`src/rtl/pipelined_addsub.sv`:
```
// Pipelined add/subtract unit.
//
// A WIDTH-bit add or subtract is cut into STAGES ripple segments of
// SEG = WIDTH/STAGES bits, one segment per register stage. Every stage
// carries the full operands, the partial sum built so far and the segment
// carry forward. Operands enter through a valid/ready handshake. The last
// stage register drives the result outputs directly.
//
// Ports
//   clk           clock, rising edge
//   rst_n         asynchronous active-low reset
//   in_valid      operands present
//   in_ready      pipeline can accept this cycle (combinational)
//   in_a, in_b    operands
//   in_cin        carry-in, used in add mode only
//   in_sub        0 = add, 1 = subtract
//   out_valid     result present
//   out_ready     consumer accepts result
//   out_sum       result bits
//   out_carry     carry-out (subtract: 1 = no borrow)
//   out_overflow  two's-complement signed overflow

package soc_pkg;
  localparam int DATA_WIDTH = 32;
endpackage

module pipelined_addsub #(
  parameter int WIDTH  = soc_pkg::DATA_WIDTH,
  parameter int STAGES = 4
) (
  input  logic             clk,
  input  logic             rst_n,
  input  logic             in_valid,
  output logic             in_ready,
  input  logic [WIDTH-1:0] in_a,
  input  logic [WIDTH-1:0] in_b,
  input  logic             in_cin,
  input  logic             in_sub,
  output logic             out_valid,
  input  logic             out_ready,
  output logic [WIDTH-1:0] out_sum,
  output logic             out_carry,
  output logic             out_overflow
);

  localparam int SEG = WIDTH / STAGES;
  localparam logic [WIDTH-1:0] SEG_ONES = WIDTH'({SEG{1'b1}});

  if ((WIDTH % STAGES) != 0) begin : g_bad_cfg
    $error("pipelined_addsub: STAGES must divide WIDTH exactly");
  end

  // Stage registers
  logic [STAGES-1:0] r_valid;
  logic [STAGES-1:0] r_carry;
  logic [WIDTH-1:0]  r_a   [STAGES];
  logic [WIDTH-1:0]  r_b   [STAGES];
  logic [WIDTH-1:0]  r_sum [STAGES];
  logic              r_ovf;

  // Per-stage source values (from the inputs for stage 0, else from stage k-1)
  logic [STAGES-1:0] w_src_v;
  logic [STAGES-1:0] w_src_c;
  logic [WIDTH-1:0]  w_src_a   [STAGES];
  logic [WIDTH-1:0]  w_src_b   [STAGES];
  logic [WIDTH-1:0]  w_src_sum [STAGES];
  logic [SEG:0]      w_seg     [STAGES];
  logic [WIDTH-1:0]  w_nxt_sum [STAGES];
  logic [STAGES-1:0] w_ready;
  logic              w_last_ovf;

  for (genvar k = 0; k < STAGES; k++) begin : g_stage
    if (k == 0) begin : g_head
      // Subtract is a + ~b + 1, so the inversion and the forced carry-in
      // happen once here and the rest of the pipe only ever adds.
      assign w_src_v[k]   = in_valid;
      assign w_src_a[k]   = in_a;
      assign w_src_b[k]   = in_sub ? ~in_b : in_b;
      assign w_src_c[k]   = in_sub | in_cin;
      assign w_src_sum[k] = '0;
    end else begin : g_body
      assign w_src_v[k]   = r_valid[k-1];
      assign w_src_a[k]   = r_a[k-1];
      assign w_src_b[k]   = r_b[k-1];
      assign w_src_c[k]   = r_carry[k-1];
      assign w_src_sum[k] = r_sum[k-1];
    end

    // The only ripple between two registers: one SEG-bit segment.
    assign w_seg[k] = {1'b0, w_src_a[k][k*SEG +: SEG]}
                    + {1'b0, w_src_b[k][k*SEG +: SEG]}
                    + (SEG+1)'(w_src_c[k]);

    assign w_nxt_sum[k] = (w_src_sum[k] & ~(SEG_ONES << (k*SEG)))
                        | (WIDTH'(w_seg[k][SEG-1:0]) << (k*SEG));

    // Unrolled form of ready[k] = !valid[k] || ready[k+1]: a stage can move
    // when any stage at or after it is empty, or the consumer takes a result.
    assign w_ready[k] = out_ready || !(&r_valid[STAGES-1:k]);
  end

  // Sign of the sum is only known once the top segment is done.
  assign w_last_ovf =
      (w_src_a[STAGES-1][WIDTH-1] == w_src_b[STAGES-1][WIDTH-1]) &&
      (w_nxt_sum[STAGES-1][WIDTH-1] != w_src_a[STAGES-1][WIDTH-1]);

  always_ff @(posedge clk or negedge rst_n) begin
    if (!rst_n) begin
      r_valid <= '0;
      r_carry <= '0;
      r_ovf   <= 1'b0;
      for (int k = 0; k < STAGES; k++) begin
        r_a[k]   <= '0;
        r_b[k]   <= '0;
        r_sum[k] <= '0;
      end
    end else begin
      for (int k = 0; k < STAGES; k++) begin
        if (w_ready[k]) begin
          r_valid[k] <= w_src_v[k];
          // Data is only captured for real operations; bubbles leave it alone.
          if (w_src_v[k]) begin
            r_a[k]     <= w_src_a[k];
            r_b[k]     <= w_src_b[k];
            r_sum[k]   <= w_nxt_sum[k];
            r_carry[k] <= w_seg[k][SEG];
          end
        end
      end
      if (w_ready[STAGES-1] && w_src_v[STAGES-1]) begin
        r_ovf <= w_last_ovf;
      end
    end
  end

  assign in_ready     = w_ready[0];
  assign out_valid    = r_valid[STAGES-1];
  assign out_sum      = r_sum[STAGES-1];
  assign out_carry    = r_carry[STAGES-1];
  assign out_overflow = r_ovf;

endmodule

```
`config.mk`:
```
export PLATFORM = sky130hd
export DESIGN_NAME = pipelined_addsub
export DESIGN_NICKNAME = d
export VERILOG_FILES = /design/src/rtl/pipelined_addsub.sv
export SDC_FILE = /design/constraint.sdc
export NUM_CORES = 1
export LEC_CHECK = 0
export ABC_CLOCK_PERIOD_IN_PS = 2500
export BUFFER_PORTS_ARGS = -buffer_cell sky130_fd_sc_hd__buf_4
export CORE_AREA = 4 4 162 164
export CTS_CLUSTER_DIAMETER = 30
export DETAILED_ROUTE_END_ITERATION = 8
export DIE_AREA = 0 0 166 168
export GPL_ROUTABILITY_DRIVEN = 0
export PLACE_DENSITY = 0.51
export SLEW_MARGIN = 20
export SYNTH_ARGS = -nofsm -noshare
export SYNTH_HDL_FRONTEND = slang
export SYNTH_SLANG_ARGS = --single-unit
```
`constraint.sdc`:
```
create_clock -name clk -period 2.5 [get_ports clk]
set_clock_uncertainty 0.2 [all_clocks]
set_input_delay 0.125 -clock clk [delete_from_list [all_inputs] [get_ports clk]]
set_output_delay 0.125 -clock clk [all_outputs]
set_load 0.02 [all_outputs]
```
After elaboration in Yosys (flattened, before gate mapping)
Cells that the tools add are included.
{"block": "totals", "regBits": 281, "input_bits": 70, "out_inout_bits": 36, "wordCells": 52}
{"block": "classes", "n_addsub": 8, "n_eq_ne": 2, "muxes": 1, "bitwise_logic": 5, "n_reduce_logical": 17}
{"cell": "$add A8 B8 Y9", "count": 4}
{"cell": "$add A9 B1 Y9", "count": 4}
{"cell": "$mux W32", "count": 1}
{"cell": "$not A32 Y32", "count": 1}
{"cell": "$or A24 B32 Y32", "count": 1}
{"cell": "$or A16 B24 Y24", "count": 1}
{"cell": "$or A8 B16 Y16", "count": 1}
{"cell": "$reduce_and A2 Y1", "count": 5}
{"cell": "$logic_not A1 Y1", "count": 4}
{"cell": "$logic_or A1 B1 Y1", "count": 4}
{"cell": "$reduce_and A4 Y1", "count": 1}
{"cell": "$reduce_and A3 Y1", "count": 1}
{"cell": "$logic_and A1 B1 Y1", "count": 2}
{"cell": "$eq A1 B1 Y1", "count": 1}
{"cell": "$ne A1 B1 Y1", "count": 1}
{"cell": "$or A1 B1 Y1", "count": 1}

Longest topological paths before layout
{"block": "depth", "ltp_word": 5, "mapped_depth": 11, "ltp_nobuf": 9}

Worst setup path after synthesis
OpenSTA, ideal clock, no wires.
{"block": "synth_timing", "path_kind": "input to register", "from": "input port in_sub", "to": "register r_carry[0]", "setup_ns": 0.130, "arrival_time_ns": 2.352, "required_ns": 2.170, "slack_ns": -0.182, "stages": 11, "cell_sequence": "clkbuf_1 > buf_2 > or2_2 > fa_1 > inv_1 > fa_1 > nor2b_1 > o31ai_1 > a21oi_1 > a2111oi_2 > nor3_2"}
{"block": "synth_between", "elab_chain_len": 3, "elab_cells_between_ends": 4, "cone_classes": "2 x add/sub; 1 x mux; 1 x bitwise"}
{"element": "from (decl)", "line": "38", "text": "input logic in_sub,"}
{"element": "$mux W32", "line": "78", "text": "assign w_src_b[k] = in_sub ? ~in_b : in_b;"}
{"element": "$add A8 B8 Y9", "line": "91", "text": "+ {1'b0, w_src_b[k][k*SEG +: SEG]}"}
{"element": "$add A9 B1 Y9 *", "line": "92", "text": "+ (SEG+1)'(w_src_c[k]);"}
{"element": "to (signal, indexed assignment)", "line": "126", "text": "r_carry[k] <= w_seg[k][SEG];"}
{"element": "to (decl)", "line": "55", "text": "logic [STAGES-1:0] r_carry;"}
Mark *: on every way between the ends. The rest lies on a longest branch, timed or not.
A chain may end at the register's enable or synchronous reset.

Final worst setup path
{"block": "layout_timing", "from": "register r_carry[2]", "to": "register r_sum (netlist bit out_sum[30])"}
{"block": "layout_between", "elab_chain_len": 2}
{"element": "$add A9 B1 Y9", "line": "92"}
{"element": "$or A24 B32 Y32", "line": "95", "text": "| (WIDTH'(w_seg[k][SEG-1:0]) << (k*SEG));"}
{"element": "to (signal, indexed assignment)", "line": "125", "text": "r_sum[k] <= w_nxt_sum[k];"}
{"element": "to (decl)", "line": "58", "text": "logic [WIDTH-1:0] r_sum [STAGES];"}
Every way passes these cells.

==> flow_metrics.py <==
metrics = {
    "status": {
        "status": "completed",
    },
    "detailed_routing": {
        "ant_nets": 0,
        "post-route-drc-count": 0,
        "first_iter_violations": 228,
        "dr.pass1.iters": 4,
        "vias_per_cell": 4.62,
        "drt_wl_total_um": 17600,
        "vias": 5364,
        "wl_per_cell_um": 15.2,
    },
    "place": {
        "placed_area_um2": 9560,
        "port-buffer-count": 105,
        "dp_cells": 1073,
        "place_hpwl_um": 12400,
    },
    "synthesis": {
        "synth_edf_count": 0,
        "syn_inst": 685,
        "synth-seq-cells": 185,
        "synth-seq-area-share_pct": 53.9,
        "synthArstFlopShare_pct": 100,
        "yosysMostFrequentCell": "dfrtp_1",
        "synth_area_um2": 8580,
        "syn_nets": 791,
        "yosysWarnings": 0,
        "ys.flop_type": "dfrtp_1",
        "synth_top_cell_area_share_pct": 53.9,
        "yosysUniqueCellTypes": 38,
        "synth_top_area_cell": "dfrtp_1",
        "synthTopCellsByArea": "dfrtp_1 54%, mux2_2 17%, ha_1 4.1%, o21ai_0 3.3%, xor2_1 2.9%",
        "avgSynthCellArea_um2": 12.5,
        "synth_common_cells": "185 x dfrtp_1, 126 x mux2_2, 61 x nand2_1",
    },
    "worst_setup_path": {
        "crit_type": "reg -> reg",
        "cp-startpoint": "r_carry[2]$_DFFE_PN0P_",
        "cp.arrival_ns": 2.46,
        "regToRegSetupSlack_ns": 0.15,
        "worst_r2r_startpoint": "r_carry[2]$_DFFE_PN0P_",
        "end_kind": "flop",
        "startpoint_type": "flop",
        "critPathMaxFanout": 3,
        "crit_required_ns": 2.60,
    },
    "timing": {
        "drv_slew": 0,
        "setup_viol": 0,
        "finalCritPeriodShare_pct": 94.1,
        "whs_ns": 0.0151,
        "layout_min_cycle_time_ns": 2.35,
        "max_freq_ghz": 0.425,
        "tightest_slew_ns": 0.583,
        "tns_ns": 0,
        "rsz0062_at_grt": "no",
        "final-hold-violation-count": 0,
        "slew_headroom_pct": 61.1,
    },
    "global_route": {
        "use_met3_pct": 2.58,
        "grt_use_met2_pct": 21.8,
        "grt_overflow": 0,
        "grt_pass1_wl_um": 29900,
        "antenna_found_initial": 0,
        "grt_busiest_layer": "met2",
        "grt_pass1_vias": 5718,
        "grt_use_met1_pct": 17.5,
        "grt_max_degree": 80,
        "grtUsageTotal_pct": 13.1,
    },
    "clock_tree": {
        "h-tree-depth": 4,
        "post-cts-setup-buffers": 0,
        "clockBufferDepth": 2,
        "cts_buffers": 17,
        "clk_latency_ns": 0.43,
        "cts_tree": "built",
        "clkTransAtPathRegs_ns": 0.08,
        "root_buffer": "clkbuf_16",
        "cts_sinks": 185,
    },
    "cells_and_area": {
        "antenna_cells": 0,
        "regArea_um2": 4630,
        "design_area_um2": 10700,
        "finalNonFillerCells": 1161,
        "layout.nets": 924,
        "syn2layout_area_growth_pct": 25.0,
        "drive_gt1_share_pct": 35.3,
        "multi_input_area_um2": 3550,
        "fill_cells": 2320,
    },
    "floorplan": {
        "die_w_um": 166,
        "fp-row-count": 58,
        "initial_utilization_pct": 34.5,
        "ioPinCount": 106,
        "fp.dieArea_um2": 27900,
        "die_h_um": 168,
        "core_um2": 24900,
    },
    "pwr": {
        "finalPower_w": 0.0112,
        "vdd_drop_max_v": 0.000508,
        "leakage_nw": 4.76,
        "power-per-cell-area_nw_per_um2": 1040,
    },
    "flow_run": {
        "cap_violations": 0,
    },
    "worst_hold_path": {
        "hp-class": "in -> reg",
        "hp-start": "in_a[3]",
    },
}
[state kept, by name, indices dropped and copies added, names as in the netlist]
register	cells
out_overflow	1
r_b	48
out_sum	32
r_sum	48
r_valid	4
r_a	48
r_carry	4
[final cells by class]
class	instances	area share [%]
Timing Repair Buffer	174	14.1
Multi-Input combinational cell	429	33.1
Tap cell	330	3.85
Inverter	11	0.385
Clock buffer	18	4.00
Sequential cell	185	43.2
Clock inverter	14	1.41
[power breakdown]
group / internal, W / switching (W) / total [W] / leakage (nW)
Combinational: 0.00200 / 0.00190 / 0.00390 / 2.27
Clock: 0.00134 / 0.00128 / 0.00262 / 0.281
Sequential: 0.00404 / 0.000612 / 0.00465 / 2.22
Total: 0.00737 / 0.00379 / 0.0112 / 4.76
[worst paths after layout]
kind / to / depth (start not counted)
setup / recovery: out_sum[30]$_DFFE_PN0P_ / 7
hold / removal: r_sum[99]$_DFFE_PN0P_ / 4
setup reg to reg: out_sum[30]$_DFFE_PN0P_ / 7
hold reg to reg: r_sum[53]$_DFFE_PN0P_ / 2
max in group asynchronous: out_sum[17]$_DFFE_PN0P_ / 3
min in group asynchronous: r_b[87]$_DFFE_PN0P_ / 2
[routing by layer]
layer	part of all wire, %	vias to the layer above
met1	46	2648
met5	0	-
met2	49	100
met3	3.7	15
li1	-	2601
met4	1.2	0
[cells in the final DEF, fill, tap and decap left out, drive strengths merged, types with 18 or more instances in the layout]
master       Yosys  routed
nand2           62      62
xor2            28      28
ha              28      28
dfrtp          185     185
clkbuf           8      18
buf             52     118
mux2           126     126
a21oi           20      20
inv             11      19
dlygate4sd3      0      56
xnor2           26      26
o21ai           58      58
[cell families after synthesis]
logic type	Yosys count	synth area share, %
DFF	185	53.9
and+or+nand+nor	105	5.63
adders and majority gates	36	5.95
buffers and inverters	71	5.19
AOI/OAI and AO/OA	108	7.25
muxes	126	16.5
xor gates and xnor gates	54	5.51
[critical path: stages, from the launching register on]
cell and delay [ns]:
dfrtp_1 0.40, fa_2 0.44, fa_1 0.44, a21oi_2 0.19, o211ai_1 0.15, a21oi_2 0.18, xor2_1 0.15, o21ai_0 0.08
[timing repair]
action | 4_1_cts | 5_1_grt
endpoints found under the setup margin | 0 | 8
hold buffers | 56 | 0
resized for setup | 0 | 7
endpoints found under the hold margin | 214 | 0
[through the flow]
stage          worst slack (ns)  util (%)
6_report                  0.148      43.1
5_1_grt                  0.0220      43.1
4_1_cts                  0.0226      43.0
3_5_place_dp             0.0373      38.4
3_3_place_gp             0.0523      38.4
2_1_floorplan            0.0174         -
Power figures use the tool's default switching activity.
